--- src/rtl/memory_unit.sv ---
// rtl/memory_unit.sv - sequential little-endian load/store unit over a byte-wide synchronous RAM
// Optional feature macro: MEMORY_UNIT_STALL_EN (adds mem_stall, freezing ACCESS/DRAIN while high).
module memory_unit (
    input  logic        clk,
    input  logic        rst,
    input  logic [5:0]  memory_op,
    input  logic [31:0] memory_value1,
    input  logic [31:0] memory_value2,
    input  logic [31:0] memory_imm,
    input  logic [2:0]  memory_des,
    output logic        memory_busy,
    output logic [31:0] result_data,
    output logic [2:0]  result_des,
    output logic [31:0] mem_a,
    output logic [7:0]  mem_dout,
    output logic        mem_wr,
    input  logic [7:0]  mem_din
`ifdef MEMORY_UNIT_STALL_EN
    ,
    input  logic        mem_stall
`endif
);

    localparam logic [5:0] OP_LB  = 6'd18;
    localparam logic [5:0] OP_LH  = 6'd19;
    localparam logic [5:0] OP_LW  = 6'd20;
    localparam logic [5:0] OP_LBU = 6'd21;
    localparam logic [5:0] OP_LHU = 6'd22;
    localparam logic [5:0] OP_SB  = 6'd23;
    localparam logic [5:0] OP_SH  = 6'd24;
    localparam logic [5:0] OP_SW  = 6'd25;

    typedef enum logic [1:0] {
        IDLE   = 2'd0,
        ACCESS = 2'd1,
        DRAIN  = 2'd2
    } state_t;

    function automatic logic valid_op(input logic [5:0] op);
        return (op >= OP_LB) && (op <= OP_SW);
    endfunction

    function automatic logic is_store(input logic [5:0] op);
        return op >= OP_SB;
    endfunction

    function automatic logic [2:0] byte_count(input logic [5:0] op);
        case (op)
            OP_LB, OP_LBU, OP_SB: byte_count = 3'd1;
            OP_LH, OP_LHU, OP_SH: byte_count = 3'd2;
            OP_LW, OP_SW:         byte_count = 3'd4;
            default:              byte_count = 3'd4;
        endcase
    endfunction

    function automatic logic [31:0] extend(input logic [5:0] op, input logic [31:0] w);
        case (op)
            OP_LB:   extend = {{24{w[7]}}, w[7:0]};
            OP_LH:   extend = {{16{w[15]}}, w[15:0]};
            OP_LBU:  extend = {24'd0, w[7:0]};
            OP_LHU:  extend = {16'd0, w[15:0]};
            default: extend = w;
        endcase
    endfunction

    state_t      state_q, state_d;
    logic [2:0]  idx_q, idx_d;
    logic [31:0] addr_q, addr_d;
    logic [31:0] wdata_q, wdata_d;
    logic [5:0]  op_q, op_d;
    logic [2:0]  des_q, des_d;
    logic [31:0] rdata_q, rdata_d;

    logic        busy_d;
    logic [31:0] res_data_d;
    logic [2:0]  res_des_d;
    logic [31:0] mem_a_d;
    logic [7:0]  mem_dout_d;
    logic        mem_wr_d;

    logic        stall;
    logic        accept;
    logic [2:0]  n_q;
    logic        store_q;
    logic [1:0]  cap_sel;
    logic [1:0]  last_sel;
    logic [31:0] load_word;
    logic [31:0] req_addr;

`ifdef MEMORY_UNIT_STALL_EN
    assign stall = mem_stall;
`else
    assign stall = 1'b0;
`endif

    assign req_addr = memory_value1 + memory_imm;
    assign accept   = (state_q == IDLE) && (memory_des != 3'd0) && valid_op(memory_op);
    assign n_q      = byte_count(op_q);
    assign store_q  = is_store(op_q);
    // Read data lags the presented address by two edges; 2-bit wrap maps idx 4 to byte 2.
    assign cap_sel  = idx_q[1:0] - 2'd2;
    assign last_sel = n_q[1:0] - 2'd1;

    always_comb begin
        load_word = rdata_q;
        load_word[{last_sel, 3'b000} +: 8] = mem_din;
    end

    always_ff @(posedge clk or posedge rst) begin
        if (rst) begin
            state_q <= IDLE;
        end else begin
            state_q <= state_d;
        end
    end

    always_comb begin
        state_d = state_q;
        case (state_q)
            IDLE: begin
                if (accept) begin
                    state_d = ACCESS;
                end
            end
            ACCESS: begin
                if (!stall && (idx_q == n_q)) begin
                    state_d = store_q ? IDLE : DRAIN;
                end
            end
            DRAIN: begin
                if (!stall) begin
                    state_d = IDLE;
                end
            end
            default: state_d = IDLE;
        endcase
    end

    always_comb begin
        idx_d      = idx_q;
        addr_d     = addr_q;
        wdata_d    = wdata_q;
        op_d       = op_q;
        des_d      = des_q;
        rdata_d    = rdata_q;
        busy_d     = memory_busy;
        res_data_d = result_data;
        res_des_d  = 3'd0;
        mem_a_d    = mem_a;
        mem_dout_d = mem_dout;
        mem_wr_d   = 1'b0;
        case (state_q)
            IDLE: begin
                if (accept) begin
                    addr_d     = req_addr;
                    wdata_d    = memory_value2;
                    op_d       = memory_op;
                    des_d      = memory_des;
                    rdata_d    = 32'd0;
                    idx_d      = 3'd1;
                    busy_d     = 1'b1;
                    mem_a_d    = req_addr;
                    mem_dout_d = memory_value2[7:0];
                    mem_wr_d   = is_store(memory_op);
                end
            end
            ACCESS: begin
                if (!stall) begin
                    if (idx_q < n_q) begin
                        mem_a_d    = addr_q + {29'd0, idx_q};
                        mem_dout_d = wdata_q[{idx_q[1:0], 3'b000} +: 8];
                        mem_wr_d   = store_q;
                        idx_d      = idx_q + 3'd1;
                    end
                    if (!store_q && (idx_q >= 3'd2)) begin
                        rdata_d[{cap_sel, 3'b000} +: 8] = mem_din;
                    end
                    if (store_q && (idx_q == n_q)) begin
                        res_des_d  = des_q;
                        res_data_d = 32'd0;
                        busy_d     = 1'b0;
                    end
                end
            end
            DRAIN: begin
                if (!stall) begin
                    rdata_d    = load_word;
                    res_data_d = extend(op_q, load_word);
                    res_des_d  = des_q;
                    busy_d     = 1'b0;
                end
            end
            default: ;
        endcase
    end

    always_ff @(posedge clk or posedge rst) begin
        if (rst) begin
            idx_q       <= 3'd0;
            addr_q      <= 32'd0;
            wdata_q     <= 32'd0;
            op_q        <= 6'd0;
            des_q       <= 3'd0;
            rdata_q     <= 32'd0;
            memory_busy <= 1'b0;
            result_data <= 32'd0;
            result_des  <= 3'd0;
            mem_a       <= 32'd0;
            mem_dout    <= 8'd0;
            mem_wr      <= 1'b0;
        end else begin
            idx_q       <= idx_d;
            addr_q      <= addr_d;
            wdata_q     <= wdata_d;
            op_q        <= op_d;
            des_q       <= des_d;
            rdata_q     <= rdata_d;
            memory_busy <= busy_d;
            result_data <= res_data_d;
            result_des  <= res_des_d;
            mem_a       <= mem_a_d;
            mem_dout    <= mem_dout_d;
            mem_wr      <= mem_wr_d;
        end
    end

endmodule
--- config.mk ---
export PLATFORM = sky130hd
export DESIGN_NAME = memory_unit
export DESIGN_NICKNAME = d
export VERILOG_FILES = /design/src/rtl/memory_unit.sv
export SDC_FILE = /design/constraint.sdc
export NUM_CORES = 1
export LEC_CHECK = 0
export CAP_MARGIN = 20
export CELL_PAD_IN_SITES_DETAIL_PLACEMENT = 0
export CELL_PAD_IN_SITES_GLOBAL_PLACEMENT = 1
export CORE_ASPECT_RATIO = 0.6
export CORE_MARGIN = 3
export CORE_UTILIZATION = 41
export DETAILED_ROUTE_END_ITERATION = 6
export GPL_TIMING_DRIVEN = 0
export HOLD_SLACK_MARGIN = 0.05
export PLACE_DENSITY = 0.88
export SETUP_SLACK_MARGIN = 0.1
export SLEW_MARGIN = 5
export SYNTH_ARGS = -nofsm -noshare
export SYNTH_HDL_FRONTEND = slang
export SYNTH_SLANG_ARGS = --single-unit
--- constraint.sdc ---
create_clock -name clk -period 7.85 [get_ports clk]
set_input_delay 0.785 -clock clk [delete_from_list [all_inputs] [get_ports clk]]
set_output_delay 0.785 -clock clk [all_outputs]
set_load 0.02 [all_outputs]
* Word-level counts from Yosys, hierarchy flattened
Memory sizes are Yosys's and may differ from the RTL's.
Index checks and enable logic that the tools add are counted.
** Word-level totals
- Register bits after elaboration :: 187
- Memory bits (read-only) :: 96
- Input port bits :: 115
- Output and inout bits :: 77
- Logic and storage cells :: 91
- Memories kept :: 1
** Operators by class
- $add $sub $neg :: 7
- $lt $le $gt $ge :: 6
- Equality and inequality tests :: 12
- Shift operators :: 5
- Muxes and demuxes :: 30
- Reductions and logical operators :: 17
** Memories
- (name not given) :: depth 32, width 3, rd ports 1, clocked after memory_dff 0, wr ports 0, RTL line 48 : case (op)
** Operator list (count)
- $mux 32 :: 5
- $pmux 32 s2 :: 2
- $pmux 32 s4 :: 1
- $pmux 32 s3 :: 1
- $bwmux 32 :: 2
- $shift 8x7->32 const A :: 2
- $shiftx 8x7->32 :: 2
- $add 32x3->32 :: 1
- $add 32x32->32 :: 1
- $shiftx 32x6->8 :: 1
- $eq 6x5->1 const B :: 4
- $ge 6x5->1 const B :: 3
- $mux 8 :: 2
- $pmux 8 s2 :: 1
- $neg 5->7 :: 2
- $mux 3 :: 4
- $pmux 3 s2 :: 2
- $ne 2x2->1 const B :: 5
- $reduce_and 3->1 :: 3
- $le 6x5->1 const B :: 1
- $mux 2 :: 3
- $reduce_and 2->1 :: 3
- $reduce_bool 3->1 :: 2
- $logic_and 1x1->1 :: 5
- other kinds (15) :: 19

* Depth between registers and ports, before layout
Gate-level depths: netlist of run 1.
An unclocked memory read counts as a cell.
- Word-level depth :: 8
- Mapped depth :: 15
- Depth with buffers taken out :: 12

* Least setup slack after synthesis of run 1
No wires, ideal clock.
- Path kind :: in2reg
- From :: in memory_value1[11]
- To :: reg mem_a[31]
- Library setup time :: 0.126 ns
- Arrival :: 2.952 ns
- Data required time :: 7.724 ns
- Slack :: 4.772 ns
- Cell stages on the path :: 10
- Cells stage by stage :: ha_1 -> clkbuf_1 -> o21a_1 -> or4_1 -> o21ai_0 -> o21bai_1 -> o21ai_1 -> a221oi_1 -> xnor2_1 -> a221o_1
** Between the ends
- Longest elaborated chain between the ends :: 3
** Ends and longest elaborated chain
- from (decl) :: RTL line 7 : input logic [31:0] memory_value1,
- $add 32x32->32 :: RTL line 96 : assign req_addr = memory_value1 + memory_imm;
- $mux 32 :: RTL line 154 : if (accept) begin
- $pmux 32 s2 :: RTL line 152 : case (state_q)
- to (signal assigned) :: RTL line 221 : mem_a <= mem_a_d;
- to (decl) :: RTL line 14 : output logic [31:0] mem_a,
No other way between the ends. The select of a mux whose other input is x is not followed.
A chain may end at the register's enable or synchronous reset.

* Worst setup path after layout of run 1
- From :: in memory_value1[0]
- To :: reg mem_a[24]
Same word-level chain as after synthesis.

==> results by group, run 1 <==
Clock tree
  • PostCTS Resize Cnt: 0
  • Post-CTS Hold Fix Bufs: 0
  • H-tree Lvls: 4
  • Root buffer cell: clkbuf_16
  • Clk buf depth: 2
  • Clk slew on worst S/H paths: 0.08 ns
  • Num CTS Buffers: 17
  • Clk sinks: 187
  • Clock network latency to the later pin of the worst-skew pair: 0.46 ns
  • Setup bufs post-CTS: 0
  • CTS tree: yes

Final layout
  • Area grow syn2layout: 27.24%
  • Layout net count: approximately 1700
  • Commonest non-fill, non-tap cells in the layout: nand2_1, clkdlybuf4s50_1, dfrtp_1
  • Fin util: 0.5362
  • Antenna diode count: 0
  • Most common cell after layout, fill and taps aside: nand2_1
  • Fraction of layout cells with a size suffix above 1: 0.05153

Logic synthesis
  • Ys async rst share: 1.000
  • FF+latch count, synth: ~190
  • Synth warn: 0
  • Ys flop type: dfrtp_1
  • Mapped Cells: 1304
  • Sequential fraction of the synthesis area: 0.4158
  • Yosys cell types: 73
  • Synthesized cell area: 11250 um^2
  • Syn_nets: 1472
  • EDFF count, synth: 0
  • Syn_area_per_cell: 8.630 um^2

Power and ir drop
  • Power share of the sequential group: 0.311
  • Clock Power Share: 0.183
  • LEAKAGE: approximately 6.1 nW
  • Power Dens Cells: about 360 nW/um^2
  • Max rail drop VDD: 182.5 uV
  • Switch Pwr: 2.339 mW
  • Logic gate share of total power: 0.506
  • Net Sw Frac: 0.4527
  • Power Internal: 2.828 mW

Floorplanning
  • Core area: ~27000 um^2
  • Die Area: 29540 um^2
  • Chip Width: 219.9 um
  • IO Pins: 192
  • Initial Util: 0.4214
  • Num rows: 46
  • Die extent in y: 134.3 um

Worst setup path
  • Buf/Inv on CP: 2
  • CP peak stage delay: 0.57 ns
  • CP max-delay cell: a311oi_1
  • CP endpoint kind: flip-flop
  • Critical Path Stages: 12
  • CP Launch Type: primary input
  • Crit path max-delay family: compound AO/OA/AOI/OAI gates
  • Maximum fanout along the worst path: 5
  • Reg2Reg Depth: 14
  • Cell Chain, Critical Path: clkdlybuf4s50_1 > ha_1 > inv_1 > fa_1 > nand2b_1 > a21oi_1 > o211ai_1 > a21oi_1 > a2111o_1 > a311oi_1 > a311oi_1 > o221ai_1
  • WP data required: roughly 8.2 ns
  • Critical path class: primary input to flip-flop
  • CP Data Arrival Time: around 4.3 ns

Placed design
  • GPL Wtd Cong: 0.9423
  • IO Port Bufs: 191
  • DP HPWL: 28820 um

Route
  • Via-per-instance ratio: 5.746
  • Residual DRC: 0
  • Post-route ant nets: 0
  • Post-Route WL: 38300 um
  • WL per Instance: 20.23 um
  • DR vias: 10880
  • Iteration-0 DRC Markers: 1314
  • Pre-antenna DRT Iters: 6

Global route
  • Global-route wire length before repair: 58550 um
  • Vias in the first global route: roughly 10000
  • Largest net degree at the start of global routing: 121
  • Total global-route track usage: 0.2573
  • Initial antenna violation count: 2
  • Remaining global-route overflow: 0

STA
  • Final Cycle Share: 0.5154
  • Final hold viol count: 0
  • Max-slew violations: 0
  • Unrepaired setup endpoints after global routing: false
  • Skew final: 0.01450 ns
  • Setup violators final: 0
  • Worst slew margin: 0.3985
  • Setup TNS: 0 ns
  • Maximum clock rate: 247.2 MHz
  • Slew of the pin with the lowest slew margin: 0.8968 ns
  • Min cycle time layout: 4.046 ns

Hold path
  • HP Class: flip-flop to flip-flop
  • Hold depth: 2

Run status
  • Status: finished clean

Job
  • Max-cap violations: 0
[flip-flops by register name, summed over array words and instances, names as in the netlist]
signal and cells:
addr_q 32, des_q 3, idx_q 3, mem_a 32
mem_dout 8, mem_wr 1, memory_busy 1, op_q 6
rdata_q 32, result_data 32, result_des 3, state_q 2
wdata_q 32
[power by group through the flow]
| stage | clock, mW | combinational, mW | sequential (mW) |
|---|---|---|---|
| after floorplan | 0 | 1.43 | 1.73 |
| after global placement | 0 | 2.51 | 1.61 |
| after detailed placement | 0 | 2.56 | 1.62 |
| after CTS | 0.959 | 2.57 | 1.60 |
| after global routing | 1.00 | 2.83 | 1.65 |
| final | 0.945 | 2.62 | 1.61 |
[cell usage after synthesis (5+ instances only)]
library cell  instances  share of area
a211oi_1              6         0.0040
a21o_1               12         0.0080
a21oi_1              55          0.024
a221o_1              20          0.018
a22o_1               34          0.026
a22oi_1              31          0.021
and2_1                7         0.0039
and3_1                9         0.0050
buf_1                 8         0.0027
clkbuf_1             54          0.018
dfrtp_1             187           0.42
ha_1                 51          0.057
inv_1                58          0.019
mux2_2                8         0.0080
mux4_2                8          0.016
nand2_1             286          0.095
nand2b_1             16         0.0089
nand3_1              20         0.0089
nand4_1              12         0.0067
nor2_1              111          0.037
nor2b_1              10         0.0056
nor3_1                9         0.0040
o211ai_1              7         0.0047
o21ai_0              99          0.044
o21ai_2              10         0.0078
o221ai_1              5         0.0039
o22ai_1              34          0.019
xnor2_1              27          0.021
xor2_1               33          0.026
[kinds of logic (layout without fill, tap and decap cells)]
logic type                 Yosys count  in the layout  share of synthesized area
AOI/OAI and AO/OA                  356            356                     0.2128
xor gates and xnor gates            60             60                    0.04670
adders and majority gates           53             53                    0.06026
buffers and inverters              124            353                    0.04403
DFF                                187            187                     0.4158
muxes                               17             17                    0.02491
and+or+nand+nor                    507            507                     0.1955
[per-stage QoR]
step / cell area [um^2] / hold WS [ns] / worst slack, ns / std cells / power [mW]
4_1_cts: 14300 / 0.4760 / 3.926 / 1890 / 5.136
2_1_floorplan: 11250 / 0.4403 / 1.980 / 1304 / 3.162
3_5_place_dp: 13670 / 0.4568 / 3.529 / 1858 / 4.172
5_1_grt: 14320 / 0.4963 / 3.637 / 1893 / 5.484
6_report: 14320 / 0.4773 / 3.804 / 1893 / 5.168
3_3_place_gp: 13620 / 0.4520 / -0.7513 / 1855 / 4.118
[per-layer routing]
metal	up-vias	track usage	part of all wire
met3	31	0.08060	0.11
li1	5027	-	-
met1	5256	0.4158	0.50
met2	559	0.3340	0.38
met4	4	0.04037	0.0081
met5	-	0	0.00060
[worst min-delay path, delay by kind of cell, from the launching register on]
family	cells	cell delay, ns
flops	1	0.34
simple gates	2	0.11
[final cells by class]
| type | count | area, um^2 |
|---|---|---|
| Buffer | 65 | 271.5 |
| Clock buffer | 17 | 425.4 |
| Clock inverter | 15 | 203.9 |
| Fill cell | 2435 | 12390 |
| Inverter | 59 | 231.5 |
| Multi-Input combinational cell | 993 | 6078 |
| Sequential cell | 187 | 4679 |
| Tap cell | 360 | 450.4 |
| Timing Repair Buffer | 197 | 1978 |
[final timing paths]
kind | start | end | slack (ns)
worst max-delay path | memory_value1[0] | mem_a[24] | 3.80
worst min-delay path | wdata_q[23] | wdata_q[23] | 0.48
worst max register to register | op_q[1] | result_data[20] | 3.84
worst min register to register | wdata_q[23] | wdata_q[23] | 0.48
max in group asynchronous | rst | result_data[4] | 6.07
min in group asynchronous | rst | mem_dout[4] | 0.79
No activity file was read; power rests on OpenSTA's default activity.
==> run 2: changes to the inputs <==
- CORE_UTILIZATION: 41 -> 37
- PLACE_DENSITY: 0.88 -> 0.84
- clock period: 7.85 -> 3.5 ns (I/O delays scaled with it)
==> run 2 against run 1 <==
Effect of this change:
- sequential share of layout area shrank 0.46 points
- setup slack lost 3.6 ns
- first-iteration DRC count shrank 9.3%
- cell count grew 2.5%
- combinational power grew 130%
- non-clock buffer count grew 6
- clock skew grew 0.0060 ns
- clock power grew 130%
- cell area grew 1.4%
- via count shrank 0.39%
==> results by group, run 2 (synthesis gave the netlist of run 1 again) <==
Run status
  • Status: finished clean

Route
  • WL per Instance: between 20 and 25 um
  • Iteration-0 DRC Markers: 1192
  • Pre-antenna DRT Iters: 5
  • Via-per-instance ratio: approximately 5.6
  • Post-route ant nets: 0
  • Post-Route WL: 39250 um
  • DR vias: 10840
  • Residual DRC: 0

STA
  • Maximum clock rate: 304.5 MHz
  • Min cycle time layout: about 3.3 ns
  • Hold WS: 0.3012 ns
  • Unrepaired setup endpoints after global routing: true
  • Skew final: 0.02049 ns
  • Worst slew margin: 0.3469
  • Max-slew violations: 0
  • Setup violators final: 0
  • Final Cycle Share: 0.9382
  • Final hold viol count: 0
  • Slew of the pin with the lowest slew margin: 0.9761 ns

Placed design
  • GPL Wtd Cong: 0.9311
  • Dpl cells: 1901
  • DP HPWL: ~30000 um
  • IO Port Bufs: 191

Clock tree
  • Clk slew on worst S/H paths: 0.08 ns
  • Clk sinks: around 190
  • H-tree Lvls: 4
  • Clk buf depth: 2
  • Clock network latency to the later pin of the worst-skew pair: about 0.45 ns
  • Num CTS Buffers: 17
  • CTS tree: yes
  • Root buffer cell: clkbuf_16

Hold path
  • HP Class: primary input to asynchronous set/reset pin

Global route
  • Global-route wire length before repair: 60050 um
  • Vias in the first global route: 10100
  • Total global-route track usage: 0.2392
  • Largest net degree at the start of global routing: 40
  • Remaining global-route overflow: 0
  • Initial antenna violation count: 2

Floorplanning
  • Num rows: between 40 and 50
  • IO Pins: 192
  • Core area: just under 30000 um^2
  • Die extent in y: around 140 um
  • Initial Util: 0.3840
  • Chip Width: 231.1 um
  • Die Area: 32610 um^2

Final layout
  • Most common cell after layout, fill and taps aside: nand2_1
  • Commonest non-fill, non-tap cells in the layout: nand2_1, clkdlybuf4s50_1, dfrtp_1
  • Layout net count: 1694
  • Area grow syn2layout: 29.05%
  • Filler Cells Inserted: 2803
  • Finished Layout Cells: about 1900
  • Fraction of layout cells with a size suffix above 1: 0.06563

Worst setup path
  • CP endpoint kind: flip-flop
  • CP Data Arrival Time: 3.59 ns
  • Cell Chain, Critical Path: clkdlybuf4s50_1 > ha_1 > inv_1 > fa_1 > nand2b_1 > a21oi_1 > o211ai_1 > a21oi_2 > buf_4 > a2111o_1 > a311oi_1 > a311oi_2 > o221ai_1
  • WP data required: ~3.8 ns
  • Critical path class: primary input to flip-flop
  • CP peak stage delay: roughly 0.47 ns
  • CP Launch Type: primary input
  • Maximum fanout along the worst path: 5
  • CP max-delay cell: a311oi_2

Job
  • Max-cap violations: 0

Power and ir drop
  • PnR Total Power: 11.72 mW
  • Power Dens Cells: ~810 nW/um^2
  • LEAKAGE: between 6 and 7 nW
  • Max rail drop VDD: roughly 500 uV
==> run 2: cell count changes in the layout (fill, tap and decap cells not counted), moves of 4 or more <==
cell and delta:
buf_12 +5, clkbuf_2 +7, clkbuf_1 -6, inv_8 -4
buf_4 +5
==> run 2: power by group <==
| part | switching [mW] | internal [mW] | total (mW) | leakage, nW |
|---|---|---|---|---|
| combinational | 3.69 | 2.25 | 5.94 | 3.44 |
| sequential | 0.652 | 2.97 | 3.62 | 2.40 |
| clock | 0.906 | 1.25 | 2.15 | 0.309 |
==> run 2: worst paths after layout <==
path                            cells after the start  slack [ns]              start          end
worst max register to register                     10        0.28           idx_q[1]    mem_a[28]
min in group clk                                    3        0.44  memory_value2[10]  wdata_q[10]
worst max-delay path                               13        0.22   memory_value1[0]    mem_a[24]
max in group asynchronous                           5        2.11                rst  memory_busy
worst min-delay path                                2        0.30                rst  wdata_q[11]
worst min register to register                      2        0.48        wdata_q[30]  wdata_q[30]
==> run 2: per-stage QoR <==
stage          TNS (ns)  cell area, um^2    util  worst slack (ns)
3_5_place_dp     -14.15            13780  0.4702           -0.6043
2_1_floorplan         0            11260       -            0.4426
5_1_grt               0            14520  0.4955           0.08888
3_3_place_gp    -178.89            13670  0.4664           -0.9169
4_1_cts               0            14460  0.4934            0.1044
6_report              0            14520  0.4955            0.2162
==> run 2: what timing repair did <==
item,4_1_cts,5_1_grt
hold buffers,0,0
pin swaps,1,3
resized for setup,7,20
gates cloned,0,0
setup buffers,2,3
endpoints found under the setup margin,66,69
==> run 2: layout make-up <==
type                       instances  area (um^2)  share of cell area
clock buffer                      20        456.7             0.03145
antenna                            1        2.502           0.0001723
clock inverter                    12        186.4             0.01284
timing repair buffer             203         2062              0.1420
tap                              400        500.5             0.03446
multi-input combinational        993         6123              0.4216
sequential                       187         4679              0.3222
buffer                            65        284.0             0.01956
inverter                          59        227.7             0.01568
==> run 2: worst max-delay path: cells and delay by family <==
family | cells | cell delay [ns]
compound gates | 7 | 1.75
buf+inv | 3 | 0.70
fa+ha+maj | 2 | 0.62
simple gates | 1 | 0.18
==> run 2: metal layers <==
layer | wire length [um] | track usage | vias to the layer above
met1 | 19550 | 0.3797 | 5309
li1 | - | - | 5038
met3 | 3550 | 0.06603 | 51
met2 | 15390 | 0.3130 | 435
met5 | 13 | 0 | -
met4 | 746 | 0.05993 | 2
